`src/rtl/cpu_ctrl_pkg.sv`:
```
// Shared types and constants for the processor control unit sequencer.
// Holds the FSM state encoding, fetch micro-indices and the opcode length table.
package cpu_ctrl_pkg;

   typedef enum logic [2:0] {
      StIdle,
      StFetch,
      StDecode,
      StExec,
      StHalted
   } seq_state_e;

   localparam int unsigned OP_HALT   = 0;
   localparam int unsigned OP_L1A_LO = 36;
   localparam int unsigned OP_L1A_HI = 51;
   localparam int unsigned OP_L1B_LO = 54;
   localparam int unsigned OP_L1B_HI = 56;

   // mIR for fetch step 0, 1, 2
   localparam int unsigned UI_FETCH0 = 1;
   localparam int unsigned UI_FETCH1 = 2;
   localparam int unsigned UI_FETCH2 = 3;

   // Number of execute micro-steps for an opcode; 0 means not executable.
   function automatic logic [2:0] op_len(input int unsigned op);
      case (op)
         4, 8:                     return 3'd4;
         18, 21, 24, 27, 30, 33:   return 3'd3;
         12, 14, 16, 52:           return 3'd2;
         default: begin
            if ((op >= OP_L1A_LO && op <= OP_L1A_HI) || (op >= OP_L1B_LO && op <= OP_L1B_HI)) begin
               return 3'd1;
            end
            return 3'd0;
         end
      endcase
   endfunction

endpackage

```
`src/rtl/micro_sequencer_if.sv`:
```
// Control/status bundle between the instruction controller and the micro-sequencer.
// master drives start/stall/opcode; slave (the sequencer) drives the status outputs.
interface micro_sequencer_if #(
   parameter int unsigned OPW = 6,
   parameter int unsigned UAW = 6
);
   logic           start;
   logic           stall;
   logic [OPW-1:0] opcode;
   logic [UAW-1:0] mIR;
   logic           ir_load;
   logic           done;
   logic           busy;
   logic           halted;
   logic           illegal;

   modport master (
      output start, stall, opcode,
      input  mIR, ir_load, done, busy, halted, illegal
   );

   modport slave (
      input  start, stall, opcode,
      output mIR, ir_load, done, busy, halted, illegal
   );
endinterface

```
`src/rtl/opcode_decode.sv`:
```
// Combinational opcode classifier: legality, HALT detection and execute length.
module opcode_decode
   import cpu_ctrl_pkg::*;
#(
   parameter int unsigned OPW = 6
) (
   input  logic [OPW-1:0] opcode,
   output logic           legal,
   output logic           is_halt,
   output logic [2:0]     len
);
   always_comb begin
      len     = op_len(32'(opcode));
      legal   = (len != 3'd0);
      is_halt = (opcode == OPW'(OP_HALT));
   end
endmodule

```
`src/rtl/micro_sequencer.sv`:
```
// Fetch/decode/execute micro-sequencer: walks fetch steps, decodes the opcode
// once, then steps mIR through base..base+len-1 with stall, halt and illegal handling.
module micro_sequencer
   import cpu_ctrl_pkg::*;
#(
   parameter int unsigned OPW = 6,
   parameter int unsigned UAW = 6
) (
   input logic              clk,
   input logic              rst,
   micro_sequencer_if.slave bus
);
   seq_state_e     state_q, state_d;
   logic [1:0]     step_q, step_d, step_inc;
   logic [UAW-1:0] base_q, base_d;
   logic [2:0]     len_q, len_d;
   logic [UAW-1:0] mir_q, mir_d;
   logic           ir_load_q, ir_load_d;
   logic           done_q, done_d;
   logic           illegal_q, illegal_d;
   logic           dec_legal, dec_is_halt;
   logic [2:0]     dec_len;
   logic           active, dec_bad, exec_last;

   opcode_decode #(.OPW(OPW)) u_decode (
      .opcode  (bus.opcode),
      .legal   (dec_legal),
      .is_halt (dec_is_halt),
      .len     (dec_len)
   );

   assign active    = (state_q == StFetch) || (state_q == StDecode) || (state_q == StExec);
   assign step_inc  = step_q + 2'd1;
   assign exec_last = ({1'b0, step_q} == len_q - 3'd1);
   // The opcode is only valid during DECODE, so an illegal opcode must be
   // flagged in that same cycle rather than on the following edge.
   assign dec_bad   = (state_q == StDecode) && !dec_legal && !dec_is_halt;

   always_comb begin
      state_d   = state_q;
      step_d    = step_q;
      base_d    = base_q;
      len_d     = len_q;
      mir_d     = mir_q;
      ir_load_d = ir_load_q;
      done_d    = done_q;
      illegal_d = illegal_q;
      if (!(active && bus.stall)) begin
         unique case (state_q)
            StIdle, StHalted: begin
               if (bus.start) begin
                  state_d = StFetch;
                  step_d  = 2'd0;
                  mir_d   = UAW'(UI_FETCH0);
               end
            end
            StFetch: begin
               if (step_q == 2'd0) begin
                  step_d = step_inc;
                  mir_d  = UAW'(UI_FETCH1);
               end else if (step_q == 2'd1) begin
                  step_d    = step_inc;
                  mir_d     = UAW'(UI_FETCH2);
                  ir_load_d = 1'b1;
               end else begin
                  state_d   = StDecode;
                  step_d    = 2'd0;
                  mir_d     = '0;
                  ir_load_d = 1'b0;
               end
            end
            StDecode: begin
               base_d = UAW'(bus.opcode);
               len_d  = dec_len;
               step_d = 2'd0;
               if (dec_is_halt) begin
                  state_d = StHalted;
                  mir_d   = '0;
               end else if (!dec_legal) begin
                  state_d   = StFetch;
                  mir_d     = UAW'(UI_FETCH0);
                  illegal_d = 1'b1;
               end else begin
                  state_d = StExec;
                  mir_d   = UAW'(bus.opcode);
                  done_d  = (dec_len == 3'd1);
               end
            end
            StExec: begin
               if (exec_last) begin
                  state_d = StFetch;
                  step_d  = 2'd0;
                  mir_d   = UAW'(UI_FETCH0);
                  done_d  = 1'b0;
               end else begin
                  step_d = step_inc;
                  mir_d  = base_q + UAW'(step_inc);
                  done_d = ({1'b0, step_inc} == len_q - 3'd1);
               end
            end
            default: state_d = StIdle;
         endcase
      end
   end

   always_ff @(posedge clk or posedge rst) begin
      if (rst) begin
         state_q   <= StIdle;
         step_q    <= 2'd0;
         base_q    <= '0;
         len_q     <= 3'd0;
         mir_q     <= '0;
         ir_load_q <= 1'b0;
         done_q    <= 1'b0;
         illegal_q <= 1'b0;
      end else begin
         state_q   <= state_d;
         step_q    <= step_d;
         base_q    <= base_d;
         len_q     <= len_d;
         mir_q     <= mir_d;
         ir_load_q <= ir_load_d;
         done_q    <= done_d;
         illegal_q <= illegal_d;
      end
   end

   assign bus.mIR     = mir_q;
   assign bus.ir_load = ir_load_q;
   assign bus.done    = done_q | dec_bad;
   assign bus.busy    = active;
   assign bus.halted  = (state_q == StHalted);
   assign bus.illegal = illegal_q | dec_bad;
endmodule
```
`src/flat_wrapper.sv`:
```
// flat-port wrapper written by rule: the top's interface ports become plain ports
module micro_sequencer_flat import cpu_ctrl_pkg::*;
#(
   parameter int unsigned OPW = 6,
   parameter int unsigned UAW = 6
)
  (clk, rst, bus_start, bus_stall, bus_opcode, bus_mIR, bus_ir_load, bus_done, bus_busy, bus_halted, bus_illegal);
  micro_sequencer_if #(.OPW(OPW), .UAW(UAW)) bus_i ();
  input logic clk;
  input logic rst;
  input wire logic [$bits(bus_i.start)-1:0] bus_start;
  input wire logic [$bits(bus_i.stall)-1:0] bus_stall;
  input wire logic [$bits(bus_i.opcode)-1:0] bus_opcode;
  output wire logic [$bits(bus_i.mIR)-1:0] bus_mIR;
  output wire logic [$bits(bus_i.ir_load)-1:0] bus_ir_load;
  output wire logic [$bits(bus_i.done)-1:0] bus_done;
  output wire logic [$bits(bus_i.busy)-1:0] bus_busy;
  output wire logic [$bits(bus_i.halted)-1:0] bus_halted;
  output wire logic [$bits(bus_i.illegal)-1:0] bus_illegal;
  assign bus_i.start = bus_start;
  assign bus_i.stall = bus_stall;
  assign bus_i.opcode = bus_opcode;
  assign bus_mIR = bus_i.mIR;
  assign bus_ir_load = bus_i.ir_load;
  assign bus_done = bus_i.done;
  assign bus_busy = bus_i.busy;
  assign bus_halted = bus_i.halted;
  assign bus_illegal = bus_i.illegal;
  micro_sequencer #(.OPW(OPW), .UAW(UAW)) u_core (.clk(clk), .rst(rst), .bus(bus_i));
endmodule
```
`config.mk`:
```
export PLATFORM = sky130hd
export DESIGN_NAME = micro_sequencer_flat
export DESIGN_NICKNAME = d
export VERILOG_FILES = /design/src/rtl/cpu_ctrl_pkg.sv /design/src/rtl/micro_sequencer_if.sv /design/src/rtl/opcode_decode.sv /design/src/rtl/micro_sequencer.sv /design/src/flat_wrapper.sv
export SDC_FILE = /design/constraint.sdc
export NUM_CORES = 1
export LEC_CHECK = 0
export ABC_AREA = 1
export BUFFER_PORTS_ARGS = -buffer_cell sky130_fd_sc_hd__buf_2
export CAP_MARGIN = 0
export CORE_MARGIN = 2
export CORE_UTILIZATION = 25
export CTS_BUF_LIST = sky130_fd_sc_hd__clkbuf_16
export CTS_CLUSTER_DIAMETER = 80
export DETAILED_ROUTE_END_ITERATION = 8
export GPL_TIMING_DRIVEN = 0
export PLACE_DENSITY = 0.52
export SYNTH_ARGS = -nofsm -noshare
export SYNTH_HDL_FRONTEND = slang
export SYNTH_HIERARCHICAL = 1
export SYNTH_SLANG_ARGS = --single-unit
```
`constraint.sdc`:
```
create_clock -name clk -period 2.3 [get_ports clk]
set_input_delay 0.46 -clock clk [delete_from_list [all_inputs] [get_ports clk]]
set_output_delay 0.46 -clock clk [all_outputs]
set_load 0.05 [all_outputs]
```
Yosys cells after proc, flatten, opt, wreduce, memory -nomap -nowiden
Cells that the tools add are included.

Register bits after elaboration: 23. Input bits: 10. Logic and storage cells: 103.

$add $sub $neg: 3. $lt $le $gt $ge: 4. Eq/ne operators: 26. Muxes and demuxes: 29. Bitwise operators: 6. Reductions and logical operators: 27.

Operators with widths (number): $eq 6x5->1 const B (6); $mux 6 (5); $pmux 6 s4 (1); $mux 3 (7); $eq 6x4->1 const B (3); $eq 6x6->1 const B (2); $ge 6x6->1 const B (2); $le 6x6->1 const B (2); $mux 2 (6); $pmux 3 s4 (1); $reduce_or 12->1 (1); $pmux 3 s3 (1); $ne 2x2->1 const B (4); $pmux 2 s4 (1); $reduce_and 4->1 (2); $add 6x2->6 (1); $eq 2x3->1 (2); $eq 3x1->1 const B (2); $eq 3x2->1 const B (2); $eq 6x3->1 const B (1); $logic_not 6->1 (1); $mux 1 (6); $reduce_and 3->1 (2); $reduce_or 6->1 (1); other kinds (20) (33).

Logic depth before layout (Yosys ltp)
Gate-level depths: netlist of the first run.

Depth after elaboration: 12. Gate-level depth with buffers: 13.

Hierarchy
Netlist of the first run, hierarchy kept.

By module, submodules not included: micro_sequencer (times used 1, cells each 190, area an instance 1503.9 sq um); opcode_decode (times used 1, cells each 43, area an instance 239.0 sq um).

Least setup slack after synthesis of the first run
No wires, ideal clock.

Path kind: input port to output port. Start: input port bus_opcode[1]. End: output port bus_done. Arrival: 1.595 ns. Required time: 1.840 ns. Setup slack: 0.245 ns. Cell stages on the path: 6. Path buffers: 0. Path through: nor2_1 -> nand2_1 -> nor3_1 -> nor2_1 -> nand2_1 -> nand2_1.

Elaborated cells on any way between the ends: 33. Classes of those cells: order compare: 4; eq/ne: 12; mux: 4; bitwise: 1; reduce/logical: 12.

RTL lines: start: declaration (RTL line flat_wrapper.sv:13) `input wire logic [$bits(bus_i.opcode)-1:0] bus_opcode;`; $logic_not 6->1 (RTL line opcode_decode.sv:15) `is_halt = (opcode == OPW'(OP_HALT));`; named net u_core.dec_is_halt (RTL line micro_sequencer.sv:21) `logic dec_legal, dec_is_halt;`; $logic_not 1->1 (RTL line micro_sequencer.sv:37) `assign dec_bad = (state_q == StDecode) && !dec_legal && !dec_is_halt;`; $logic_and 1x1->1 (RTL line micro_sequencer.sv:37); $or 1x1->1 (RTL line micro_sequencer.sv:130) `assign bus.done = done_q | dec_bad;`; end: declaration (RTL line flat_wrapper.sv:16) `output wire logic [$bits(bus_i.done)-1:0] bus_done;`.

The timed path passes the listed nets, and every way through them passes these cells. The select of a mux whose other input is x is not followed.

Final worst setup path of the first run
Start: input port bus_opcode[2]. End: output port bus_illegal.

Cells in the longest elaborated chain, start to end: 12. Elaborated cells on any way between the ends: 33. Classes of those cells: order compare: 4; eq/ne: 12; mux: 4; bitwise: 1; reduce/logical: 12.

RTL lines: $ge 6x6->1 / $le 6x6->1 (equally long branches) (RTL line cpu_ctrl_pkg.sv:31) `if ((op >= OP_L1A_LO && op <= OP_L1A_HI) || (op >= OP_L1B_LO && op <= OP_L1B_HI)) begin`; $logic_and 1x1->1 (RTL line cpu_ctrl_pkg.sv:31); $logic_or 1x1->1 (RTL line cpu_ctrl_pkg.sv:31); $mux 1 (RTL line cpu_ctrl_pkg.sv:31); $mux 1 (RTL line cpu_ctrl_pkg.sv:26) `case (op)`; $mux 3 (RTL line cpu_ctrl_pkg.sv:34) `return 3'd0;`; $pmux 3 s3 * (RTL line cpu_ctrl_pkg.sv:26); $reduce_bool 3->1 * (RTL line opcode_decode.sv:14) `legal = (len != 3'd0);`; named net u_core.dec_legal (RTL line micro_sequencer.sv:21); $logic_not 1->1 * (RTL line micro_sequencer.sv:37); $logic_and 1x1->1 * (2 in a row) (RTL line micro_sequencer.sv:37); $or 1x1->1 * (RTL line micro_sequencer.sv:133) `assign bus.illegal = illegal_q | dec_bad;`; end: declaration (RTL line flat_wrapper.sv:19) `output wire logic [$bits(bus_i.illegal)-1:0] bus_illegal;`.

Mark *: on every way through the listed nets, which the timed path passes. The rest lies on a longest branch. The select of a mux whose other input is x is not followed.

==> metrics.csv, run 1 <==
stage;metric;value;unit
yosys;sequential cell area fraction in the yosys report;0.330;
setup_path;cell-by-cell trace of the critical path;buf_2 > nor2_2 > nand2_1 > nor3_2 > nor2_2 > nand4_2 > inv_2 > nand2_1 > nand2_1 > buf_4;
sta;hold violation count in the final report;0;
sta;sum of negative setup slack;0;ps
global_route;layer with the highest usage after global routing;met2;
yosys;number of instances in the synthesized netlist;233;
global_route;M3 GR Usage;0.0227;
setup_path;kind of cell adding the most delay to the critical path;simple AND/OR/NAND/NOR gates;
clock_network;maximum level of the CTS H-tree;1;
placement;Placer Congestion;0.857;
floorplan;Core Rows;30;
global_route;met2 track demand over resource in global routing;0.169;
power_and_ir_drop;Reg power frac;0.271;
global_route;grt total ovfl;0;
clock_network;Post-CTS Setup Bufs;0;
setup_path;startpoint of the most critical setup path;bus_opcode[2];
clock_network;Clock Pin Slew Worst Setup and Hold Paths;60;ps
clock_network;worst-case clock buffer depth;2;
clock_network;clock root buffer master;clkbuf_16;
clock_network;number of sinks driven by the clock tree;23;
sta;setup clock skew after layout;3.66;ps
layout;Layout Nets;276;
sta;Max Clk Rate;462;MHz
clock_network;TritonCTS clock tree;done;
placement;post-DP HPWL;3050;um
setup_path;CP endpoint;bus_illegal;
setup_path;worst reg2reg path endpoint;u_core/bus.mIR[4]$_DFFE_PP0P_;
yosys;list of most frequent post-synthesis cells;nand2_1 (80), inv_1 (26), dfrtp_1 (23);
yosys;synth unique cells;35;
clock_network;latest clock arrival within the worst-skew pair;260;ps
drt;vias after detailed routing;1494;
setup_path;Register-to-Register Setup Slack;250;ps
yosys;most common cell in the synthesized netlist;nand2_1;
yosys;mean instance size in the synthesized netlist;7.48;um^2
floorplan;area of the core region;6760;um^2
power_and_ir_drop;clock share of power;0.151;
yosys;yosys warns;6;
layout;Layout Area Growth over Synthesis;17.4;%
power_and_ir_drop;switching power summed over all nets;1.26;mW
floorplan;vertical extent of the die;87.5;um
yosys;predominant post-synthesis flop cell;dfrtp_1;
drt;antenna viol nets, final;0;
drt;DRC violation count after routing;0;
setup_path;startpoint kind of the worst setup timing path;primary input;
layout;number of antenna diodes;0;
global_route;GRT Resource Usage Total;0.110;
floorplan;floorplan die area;7660;um^2
drt;violation count after the first detailed-routing iteration;66;
drt;number of vias per cell;4.43;
placement;buffers added on ports;20;
sta;setup repair after global routing missed its margin;false;
placement;Post-Place Cell Area;1940;um^2
setup_path;number of buffer and inverter stages on the critical path;3;
sta;slew at the pin closest to its max-slew limit;921;ps
drt;first-pass iteration count of the detailed router;4;
run;total of max-cap violations;0;
layout;layout cell share with drive strength beyond 1;0.265;
setup_path;Stages on worst setup path;10;
power_and_ir_drop;Comb pwr share;0.578;
sta;final critical delay including setup and external delays;2160;ps
status;status;completed;
setup_path;number of cell instances on the worst register-to-register path;9;
floorplan;starting utilization of the core area;0.258;
floorplan;Chip Width;87.5;um
yosys;post-synthesis cell area;1740;um^2
sta;final count of negative-setup-slack endpoints;0;
clock_network;number of hold-repair buffers added at the cts stage;0;
yosys;post-synthesis async set-or-reset flop share;1.00;
global_route;number of global-route vias before repair;1414;
power_and_ir_drop;leakage power of the design;1.04;nW
power_and_ir_drop;share of total power consumed by net switching;0.498;
placement;Post-Place Setup Slack;-166;ps
global_route;first-pass GRT wire length;6720;um
yosys;top area cells in the synthesized netlist;dfrtp_1 (33%), nand2_1 (17%), inv_1 (5.6%);
yosys;Synth Net Count;251;
setup_path;library cell appearing most often on the critical path;nand2_1;
yosys;cell type with the largest total area after synthesis;dfrtp_1;
sta;Final period util;0.940;
worst_hold_path;worst hold path type;in -> async;
drt;wire length after detailed routing;3850;um
yosys;register bit total from synthesis;23;
power_and_ir_drop;VDD IR max;0.000464;V
setup_path;Critical Path End Type;primary output;
sta;max-slew violation total from the final report;0;
power_and_ir_drop;internal portion of total power;1.27;mW
setup_path;CP max-delay cell;nor2_2;
global_route;maximum number of pins on one net before global-route repair;24;
clock_network;number of buffers created by CTS;3;
setup_path;required time of the worst setup path;1840;ps
setup_path;delay of the slowest cell on the worst path;210;ps
drt;average wire length per cell after detail routing;11.4;um
power_and_ir_drop;power density over cell area;1240;nW/um^2
sta;worst setup slack after layout;137;ps
setup_path;Critical R2R Launch;u_core/step_q[0]$_DFFE_PP0P_;
global_route;met1 Usage GRT;0.160;
yosys;EDFF count, synth;0;
setup_path;Crit Path Max Fanout;6;
setup_path;WS Path Type;in -> out;
yosys;share of the synthesized area in the top cell type;0.330;
floorplan;Top Ports;21;
layout;final design instance area without fill;2050;um^2
setup_path;arrival time reported for the critical path endpoint;1700;ps
sta;Worst Hold Slack;397;ps
global_route;initial antenna violation count;0;
sta;worst max-slew margin expressed relative to the limit;0.385;
per-layer routing:
metal / share of wire / routed length, um
met5: 0 / 0
met4: 0.0036 / 14
met3: 0.041 / 157
met2: 0.43 / 1670
met1: 0.52 / 2010
power groups by stage:
stage	combinational (mW)	clock (mW)	sequential (mW)
floorplan	1.01	0	0.849
detailed placement	1.46	0	0.696
CTS	1.47	0.405	0.689
global route	1.66	0.423	0.716
global placement	1.45	0	0.695
finish	1.47	0.383	0.687
through the flow:
step,std cells,total power [mW],util
floorplan,233,1.86,-
global placement,333,2.15,0.288
detailed placement,333,2.15,0.288
CTS,337,2.56,0.300
global route,337,2.80,0.303
finish,337,2.54,0.303
worst min path at each step:
stage | start | end | slack [ps] | cells past startpoint
after global routing | u_core/illegal_q$_DFFE_PP0P_ | u_core/illegal_q$_DFFE_PP0P_ | 480 | 2
after floorplan | u_core/illegal_q$_DFFE_PP0P_ | u_core/illegal_q$_DFFE_PP0P_ | 430 | 2
after detailed placement | u_core/illegal_q$_DFFE_PP0P_ | u_core/illegal_q$_DFFE_PP0P_ | 450 | 2
after global placement | u_core/illegal_q$_DFFE_PP0P_ | u_core/illegal_q$_DFFE_PP0P_ | 440 | 2
after CTS | rst | u_core/bus.mIR[3]$_DFFE_PP0P_ | 440 | 2
final | rst | u_core/bus.mIR[3]$_DFFE_PP0P_ | 400 | 2
worst register-to-register path, cell delays in order (launching register included):
cell and delay (ps):
dfrtp_1 450, inv_1 120, ha_1 360, inv_1 90
fa_1 440, nor2_1 150, xnor2_1 120, o21ai_0 100
nand2_1 70, nand2_1 50
sequential cells by signal (all words and copies together) (netlist names):
register and count:
u_core/bus.ir_load 1, u_core/bus.mIR 6, u_core/step_q 2, u_core/base_q 6, u_core/done_q 1, u_core/len_q 3
u_core/state_q 3, u_core/illegal_q 1
cells by family after synthesis:
family	count (synthesis)	share of synthesized area
and+or+nand+nor	131	0.379
buffers and inverters	36	0.0818
AOI/OAI and AO/OA	28	0.111
DFF	23	0.330
adders and majority gates	8	0.0617
xor gates and xnor gates	6	0.0302
muxes	1	0.00646
area by class of cell:
cell class	count	area, um^2
Timing Repair Buffer	20	109
Clock inverter	1	5.00
Multi-Input combinational cell	174	1040
Sequential cell	23	576
Clock buffer	3	75.1
Fill cell	750	4710
Inverter	34	128
Tap cell	80	100
Buffer	2	15.0
cells in the final DEF, fill, tap and decap left out, drive strengths merged:
| master | instances |
|---|---|
| clkbuf | 3 |
| inv | 34 |
| ha | 7 |
| o21a | 1 |
| xnor2 | 2 |
| buf | 22 |
| nor3 | 5 |
| or2 | 1 |
| fa | 1 |
| mux2 | 1 |
| a21boi | 1 |
| o21ai | 19 |
| nand4 | 5 |
| xor2 | 4 |
| clkinv | 1 |
| nand2 | 86 |
| a21oi | 5 |
| nand3 | 13 |
| o211ai | 2 |
| dfrtp | 23 |
| nor2 | 21 |
timing repair:
item,4_1_cts,5_1_grt
setup endpoints to repair,2,2
cloned,0,0
gates resized for setup,1,8
(Power assumes the default switching activity.)
==> inputs of run 2 (changes only) <==
clock period = 2.31 ns   (was 2.3 ns; I/O delays follow)
==> run 2 against run 1 <==
Cell area fell by 0.18%. Highest routed layer unchanged. Worst setup slack got worse by 21 ps. Sequential share of layout area rose by 0.052 points. Power fell by 0.74%. Utilization fell by 0.056 points. Die area did not move. Combinational power barely moved. Register-to-register slack barely moved. Largest power group unchanged. First-iteration DRC count did not move. Global-route usage did not move. Cell count did not move. Clock skew barely moved.
==> metrics.csv, run 2 (synthesis results as in run 1) <==
stage;metric;value;unit;change
setup_path;startpoint of the most critical setup path;bus_opcode[0];;was bus_opcode[2]
clock_network;TritonCTS clock tree;done;;unchanged
placement;Placer Congestion;0.857;;unchanged
sta;max-slew violation total from the final report;0;;unchanged
placement;Cells after DPL;333;;unchanged
setup_path;CP max-delay cell;clkbuf_4;;was nor2_2
sta;hold violation count in the final report;0;;unchanged
clock_network;worst-case clock buffer depth;2;;unchanged
run;total of max-cap violations;0;;unchanged
setup_path;Register-to-Register Setup Slack;260;ps;was 250 ps
placement;Post-Place Setup Slack;-160;ps;was -166 ps
setup_path;number of buffer and inverter stages on the critical path;5;;was 3
drt;vias after detailed routing;1496;;was 1494
global_route;grt total ovfl;0;;unchanged
setup_path;Crit Path Max Fanout;4;;was 6
clock_network;latest clock arrival within the worst-skew pair;260;ps;about the same
power_and_ir_drop;power density over cell area;1230;nW/um^2;was 1240 nW/um^2
layout;top library cells by usage in the layout, fill and taps aside;nand2_1 (80), inv_1 (25), dfrtp_1 (23);;unchanged
floorplan;starting utilization of the core area;0.258;;unchanged
setup_path;delay of the slowest cell on the worst path;220;ps;was 210 ps
setup_path;startpoint kind of the worst setup timing path;primary input;;unchanged
layout;most common library cell in the layout ignoring fill and taps;nand2_1;;unchanged
drt;DRC violation count after routing;0;;unchanged
setup_path;Critical Path End Type;primary output;;unchanged
layout;combined flip-flop and latch cell area;576;um^2;unchanged
drt;average wire length per cell after detail routing;11.4;um;about the same
global_route;initial antenna violation count;0;;unchanged
drt;antenna viol nets, final;0;;unchanged
layout;area of combinational cells with multiple inputs;1040;um^2;unchanged
floorplan;vertical extent of the die;87.5;um;unchanged
sta;sum of negative setup slack;0;ps;unchanged
power_and_ir_drop;leakage power of the design;1.04;nW;about the same
drt;number of vias per cell;4.44;;was 4.43
placement;post-DP HPWL;3050;um;unchanged
clock_network;maximum level of the CTS H-tree;1;;unchanged
drt;wire length after detailed routing;3840;um;was 3850 um
drt;violation count after the first detailed-routing iteration;66;;unchanged
global_route;maximum number of pins on one net before global-route repair;24;;unchanged
setup_path;library cell appearing most often on the critical path;nand2_1;;unchanged
floorplan;Core Rows;30;;unchanged
drt;first-pass iteration count of the detailed router;4;;unchanged
power_and_ir_drop;PnR Total Power;2.52;mW;was 2.54 mW
floorplan;Top Ports;21;;unchanged
setup_path;required time of the worst setup path;1850;ps;was 1840 ps
sta;final count of negative-setup-slack endpoints;0;;unchanged
worst_hold_path;worst hold path type;in -> async;;unchanged
floorplan;area of the core region;6760;um^2;unchanged
sta;final critical delay including setup and external delays;2190;ps;
setup_path;Critical R2R Launch;u_core/step_q[0]$_DFFE_PP0P_;;unchanged
clock_network;number of buffers created by CTS;3;;unchanged
clock_network;Clock Pin Slew Worst Setup and Hold Paths;60;ps;about the same
setup_path;cell-by-cell trace of the critical path;buf_2 > inv_2 > nand2_1 > inv_1 > nand2_1 > nand3_2 > a21oi_4 > nand4_2 > inv_2 > nand2_1 > nand2_1 > clkbuf_4;;was buf_2 > nor2_2 > nand2_1 > nor3_2 > nor2_2 > nand4_2 > inv_2 > nand2_1 > nand2_1 > buf_4
sta;slew at the pin closest to its max-slew limit;921;ps;about the same
placement;buffers added on ports;20;;unchanged
floorplan;Chip Width;87.5;um;unchanged
sta;Final period util;0.950;;
status;status;completed;;unchanged
clock_network;clock root buffer master;clkbuf_16;;unchanged
global_route;number of global-route vias before repair;1414;;unchanged
sta;setup clock skew after layout;3.56;ps;was 3.66 ps
setup_path;arrival time reported for the critical path endpoint;1730;ps;was 1700 ps
layout;Layout Nets;276;;unchanged
floorplan;floorplan die area;7660;um^2;unchanged
global_route;GRT Resource Usage Total;0.110;;unchanged
layout;number of antenna diodes;0;;unchanged
power_and_ir_drop;VDD IR max;0.000462;V;was 0.000464 V
clock_network;Post-CTS Setup Bufs;0;;unchanged
sta;worst max-slew margin expressed relative to the limit;0.385;;about the same
sta;setup repair after global routing missed its margin;false;;unchanged
sta;worst setup slack after layout;116;ps;was 137 ps
clock_network;number of sinks driven by the clock tree;23;;unchanged
setup_path;kind of cell adding the most delay to the critical path;buffers and inverters;;was simple AND/OR/NAND/NOR gates
layout;Layout Area Growth over Synthesis;17.2;%;was 17.4%
layout;layout cell share with drive strength beyond 1;0.265;;unchanged
setup_path;WS Path Type;in -> out;;unchanged
layout;number of non-filler instances in the completed layout;337;;unchanged
layout;fraction of the core area covered by cells at the end of the flow;0.302;;was 0.303
global_route;first-pass GRT wire length;6720;um;unchanged
layout;fill count;752;;was 750
sta;Max Clk Rate;456;MHz;
run 2: per-layer routing:
metal,vias up,routed length [um],GRT usage
met1,681,1990,0.160
met3,2,164,0.0227
li1,786,-,-
met4,0,14,0.0210
met2,27,1670,0.169
met5,-,0,0
run 2: what timing repair did:
item	CTS	global route
setup endpoints to repair	2	2
gates resized for setup	1	6
hold buffers	0	0
cloned	0	0
run 2: stage by stage:
| step | hold WS, ps | cell area (um^2) |
|---|---|---|
| after floorplan | 427 | 1740 |
| after global placement | 441 | 1940 |
| after detailed placement | 447 | 1940 |
| after CTS | 443 | 2030 |
| after global routing | 479 | 2040 |
| final | 399 | 2040 |
run 2: power breakdown:
part | switching (mW) | internal [mW] | total, mW
Sequential | 0.125 | 0.559 | 0.684
Combinational | 0.983 | 0.469 | 1.45
Clock | 0.148 | 0.233 | 0.381
run 2: worst paths after layout:
path / endpoint / cells past startpoint
max: bus_illegal / 12
min: u_core/bus.mIR[3]$_DFFE_PP0P_ / 2
max reg2reg: u_core/bus.mIR[4]$_DFFE_PP0P_ / 9
min reg2reg: u_core/illegal_q$_DFFE_PP0P_ / 2
max in group asynchronous: u_core/state_q[0]$_DFFE_PP0P_ / 2
min in group clk: u_core/illegal_q$_DFFE_PP0P_ / 2
run 2: cell type report:
type,count,share of cell area
Clock buffer,3,0.0368
Multi-Input combinational cell,174,0.509
Inverter,34,0.0625
Sequential cell,23,0.282
Buffer,2,0.00735
Tap cell,80,0.0490
Clock inverter,1,0.00245
Timing Repair Buffer,20,0.0515
==> inputs of run 3 (changes only) <==
clock period = 2.08 ns   (was 2.31 ns; I/O delays follow)
==> run 3 against run 2 <==
Cell area is 4.6% higher. Worst setup slack got worse by 33 ps. Non-clock buffer count grew 5. Sequential share of layout area shrank 1.2 points. Flip-flop and latch count is the same. Register-to-register slack worse by 80 ps. Highest routed layer unchanged.
==> metrics.csv, run 3 (synthesis results as in run 1) <==
stage;metric;value;unit;change
worst_hold_path;worst hold path type;in -> async;;unchanged
drt;vias after detailed routing;1535;;was 1496
sta;Max Clk Rate;501;MHz;
setup_path;startpoint kind of the worst setup timing path;primary input;;unchanged
setup_path;Critical Path End Type;primary output;;unchanged
drt;top routing layer in use;met4;;unchanged
sta;setup clock skew after layout;4.24;ps;was 3.56 ps
setup_path;cell-by-cell trace of the critical path;clkbuf_4 > inv_2 > nand2_2 > inv_2 > nand2_2 > nand3_2 > a21oi_4 > nand4_4 > inv_2 > nand2_2 > nand2_1 > buf_6;;was buf_2 > inv_2 > nand2_1 > inv_1 > nand2_1 > nand3_2 > a21oi_4 > nand4_2 > inv_2 > nand2_1 > nand2_1 > clkbuf_4
layout;Layout Nets;281;;was 276
placement;Placer Congestion;0.857;;unchanged
layout;layout cell share with drive strength beyond 1;0.298;;was 0.265
clock_network;number of buffers created by CTS;3;;unchanged
global_route;number of global-route vias before repair;1418;;was 1414
clock_network;maximum level of the CTS H-tree;1;;unchanged
layout;Layout Area Growth over Synthesis;22.5;%;was 17.2%
drt;antenna viol nets, final;0;;unchanged
clock_network;Clock Pin Slew Worst Setup and Hold Paths;60;ps;about the same
clock_network;TritonCTS clock tree;done;;unchanged
layout;top library cells by usage in the layout, fill and taps aside;nand2_1 (77), inv_1 (25), dfrtp_1 (22);;was nand2_1 (80), inv_1 (25), dfrtp_1 (23)
layout;most common library cell in the layout ignoring fill and taps;nand2_1;;unchanged
sta;Final period util;0.960;;
clock_network;latest clock arrival within the worst-skew pair;260;ps;about the same
global_route;initial antenna violation count;0;;unchanged
placement;post-DP HPWL;3050;um;unchanged
global_route;maximum number of pins on one net before global-route repair;24;;unchanged
drt;violation count after the first detailed-routing iteration;69;;was 66
sta;final critical delay including setup and external delays;2000;ps;
drt;wire length on met2;1760;um;was 1670 um
drt;number of vias per cell;4.49;;was 4.44
placement;buffers added on ports;20;;unchanged
sta;worst max-slew margin expressed relative to the limit;0.385;;about the same
sta;max-slew violation total from the final report;0;;unchanged
floorplan;area of the core region;6760;um^2;unchanged
global_route;grt total ovfl;0;;unchanged
drt;WL met3;145;um;was 164 um
drt;average wire length per cell after detail routing;11.6;um;was 11.4 um
layout;fraction of the core area covered by cells at the end of the flow;0.316;;was 0.302
floorplan;vertical extent of the die;87.5;um;unchanged
power_and_ir_drop;leakage power of the design;1.07;nW;was 1.04 nW
sta;hold violation count in the final report;0;;unchanged
sta;slew at the pin closest to its max-slew limit;921;ps;about the same
global_route;GRT Resource Usage Total;0.110;;about the same
setup_path;arrival time reported for the critical path endpoint;1580;ps;was 1730 ps
setup_path;CP max-delay cell;a21oi_4;;was clkbuf_4
drt;wire length after detailed routing;3960;um;was 3840 um
floorplan;Top Ports;21;;unchanged
clock_network;clock root buffer master;clkbuf_16;;unchanged
power_and_ir_drop;power density over cell area;1350;nW/um^2;was 1230 nW/um^2
floorplan;floorplan die area;7660;um^2;unchanged
sta;final count of negative-setup-slack endpoints;0;;unchanged
status;status;completed;;unchanged
floorplan;Core Rows;30;;unchanged
run;total of max-cap violations;0;;unchanged
power_and_ir_drop;VDD IR max;0.000518;V;was 0.000462 V
setup_path;required time of the worst setup path;1660;ps;was 1850 ps
drt;Post-Route M1 WL;2050;um;was 1990 um
clock_network;worst-case clock buffer depth;2;;unchanged
setup_path;number of buffer and inverter stages on the critical path;5;;unchanged
setup_path;kind of cell adding the most delay to the critical path;buffers and inverters;;unchanged
drt;DRC violation count after routing;0;;unchanged
drt;first-pass iteration count of the detailed router;4;;unchanged
setup_path;delay of the slowest cell on the worst path;190;ps;was 220 ps
floorplan;starting utilization of the core area;0.258;;unchanged
setup_path;WS Path Type;in -> out;;unchanged
global_route;first-pass GRT wire length;6730;um;was 6720 um
clock_network;number of sinks driven by the clock tree;23;;unchanged
layout;number of antenna diodes;0;;unchanged
floorplan;Chip Width;87.5;um;unchanged
sta;Worst Hold Slack;353;ps;was 399 ps
setup_path;Crit Path Max Fanout;6;;was 4
[run 3: cell count changes in the layout (fill, tap and decap cells not counted), moves of 2 or more]
| cell | before | now |
|---|---|---|
| nor2_4 | 3 | 5 |
| buf_4 | 3 | 8 |
| nor2_2 | 7 | 5 |
| nand2_2 | 4 | 7 |
| buf_2 | 18 | 16 |
| nand2_1 | 80 | 77 |
[run 3: where the power goes]
part / total, mW / internal, mW / leakage [nW] / switching (mW)
clock network: 0.424 / 0.259 / 0.0409 / 0.165
registers: 0.757 / 0.623 / 0.291 / 0.134
logic: 1.71 / 0.581 / 0.741 / 1.13
[run 3: what timing repair did]
item	CTS	global route
resized for setup	7	12
endpoints found under the setup margin	2	5
pin swaps	0	3
buffers inserted	0	5
hold buffers	0	0
gates cloned	0	0
[run 3: through the flow]
stage | setup slack [ps] | std cells | TNS, ps | power, mW | cell area [um^2]
CTS | 3.31 | 337 | 0 | 2.85 | 2050
floorplan | 113 | 233 | 0 | 2.05 | 1740
finish | 83.3 | 342 | 0 | 2.89 | 2140
global route | -14.2 | 342 | -31.0 | 3.18 | 2140
global placement | -293 | 333 | -602 | 2.37 | 1940
detailed placement | -298 | 333 | -622 | 2.38 | 1940
[run 3: layout make-up]
| cell class | count | area (um^2) |
|---|---|---|
| Sequential cell | 23 | 577 |
| Clock inverter | 1 | 5.00 |
| Tap cell | 80 | 100 |
| Timing Repair Buffer | 25 | 159 |
| Multi-Input combinational cell | 174 | 1080 |
| Clock buffer | 3 | 75.1 |
| Buffer | 2 | 15.0 |
| Fill cell | 746 | 4620 |
| Inverter | 34 | 128 |
[run 3: path summary, 6_finish.rpt]
check | depth (start not counted) | slack (ps) | from | end
setup reg to reg | 9 | 180 | u_core/step_q[1]$_DFFE_PP0P_ | u_core/bus.mIR[4]$_DFFE_PP0P_
hold reg to reg | 2 | 460 | u_core/illegal_q$_DFFE_PP0P_ | u_core/illegal_q$_DFFE_PP0P_
setup / recovery | 12 | 80 | bus_opcode[3] | bus_illegal
hold / removal | 2 | 350 | rst | u_core/bus.mIR[3]$_DFFE_PP0P_
max in group asynchronous | 2 | 1100 | rst | u_core/step_q[0]$_DFFE_PP0P_
min in group clk | 2 | 460 | u_core/illegal_q$_DFFE_PP0P_ | u_core/illegal_q$_DFFE_PP0P_
[run 3: worst register-to-register path: cells and delay by family, from the launching register on]
| kind | cells | cell delay, ps |
|---|---|---|
| compound gates | 1 | 100 |
| xor+xnor | 1 | 120 |
| fa+ha+maj | 2 | 750 |
| buf+inv | 2 | 190 |
| flops | 1 | 370 |
| simple gates | 3 | 270 |
[run 3: layer usage]
metal | up-vias | track usage
li1 | 798 | -
met1 | 703 | 0.161
met2 | 32 | 0.169
met3 | 2 | 0.0227
met4 | 0 | 0.0210
met5 | - | 0
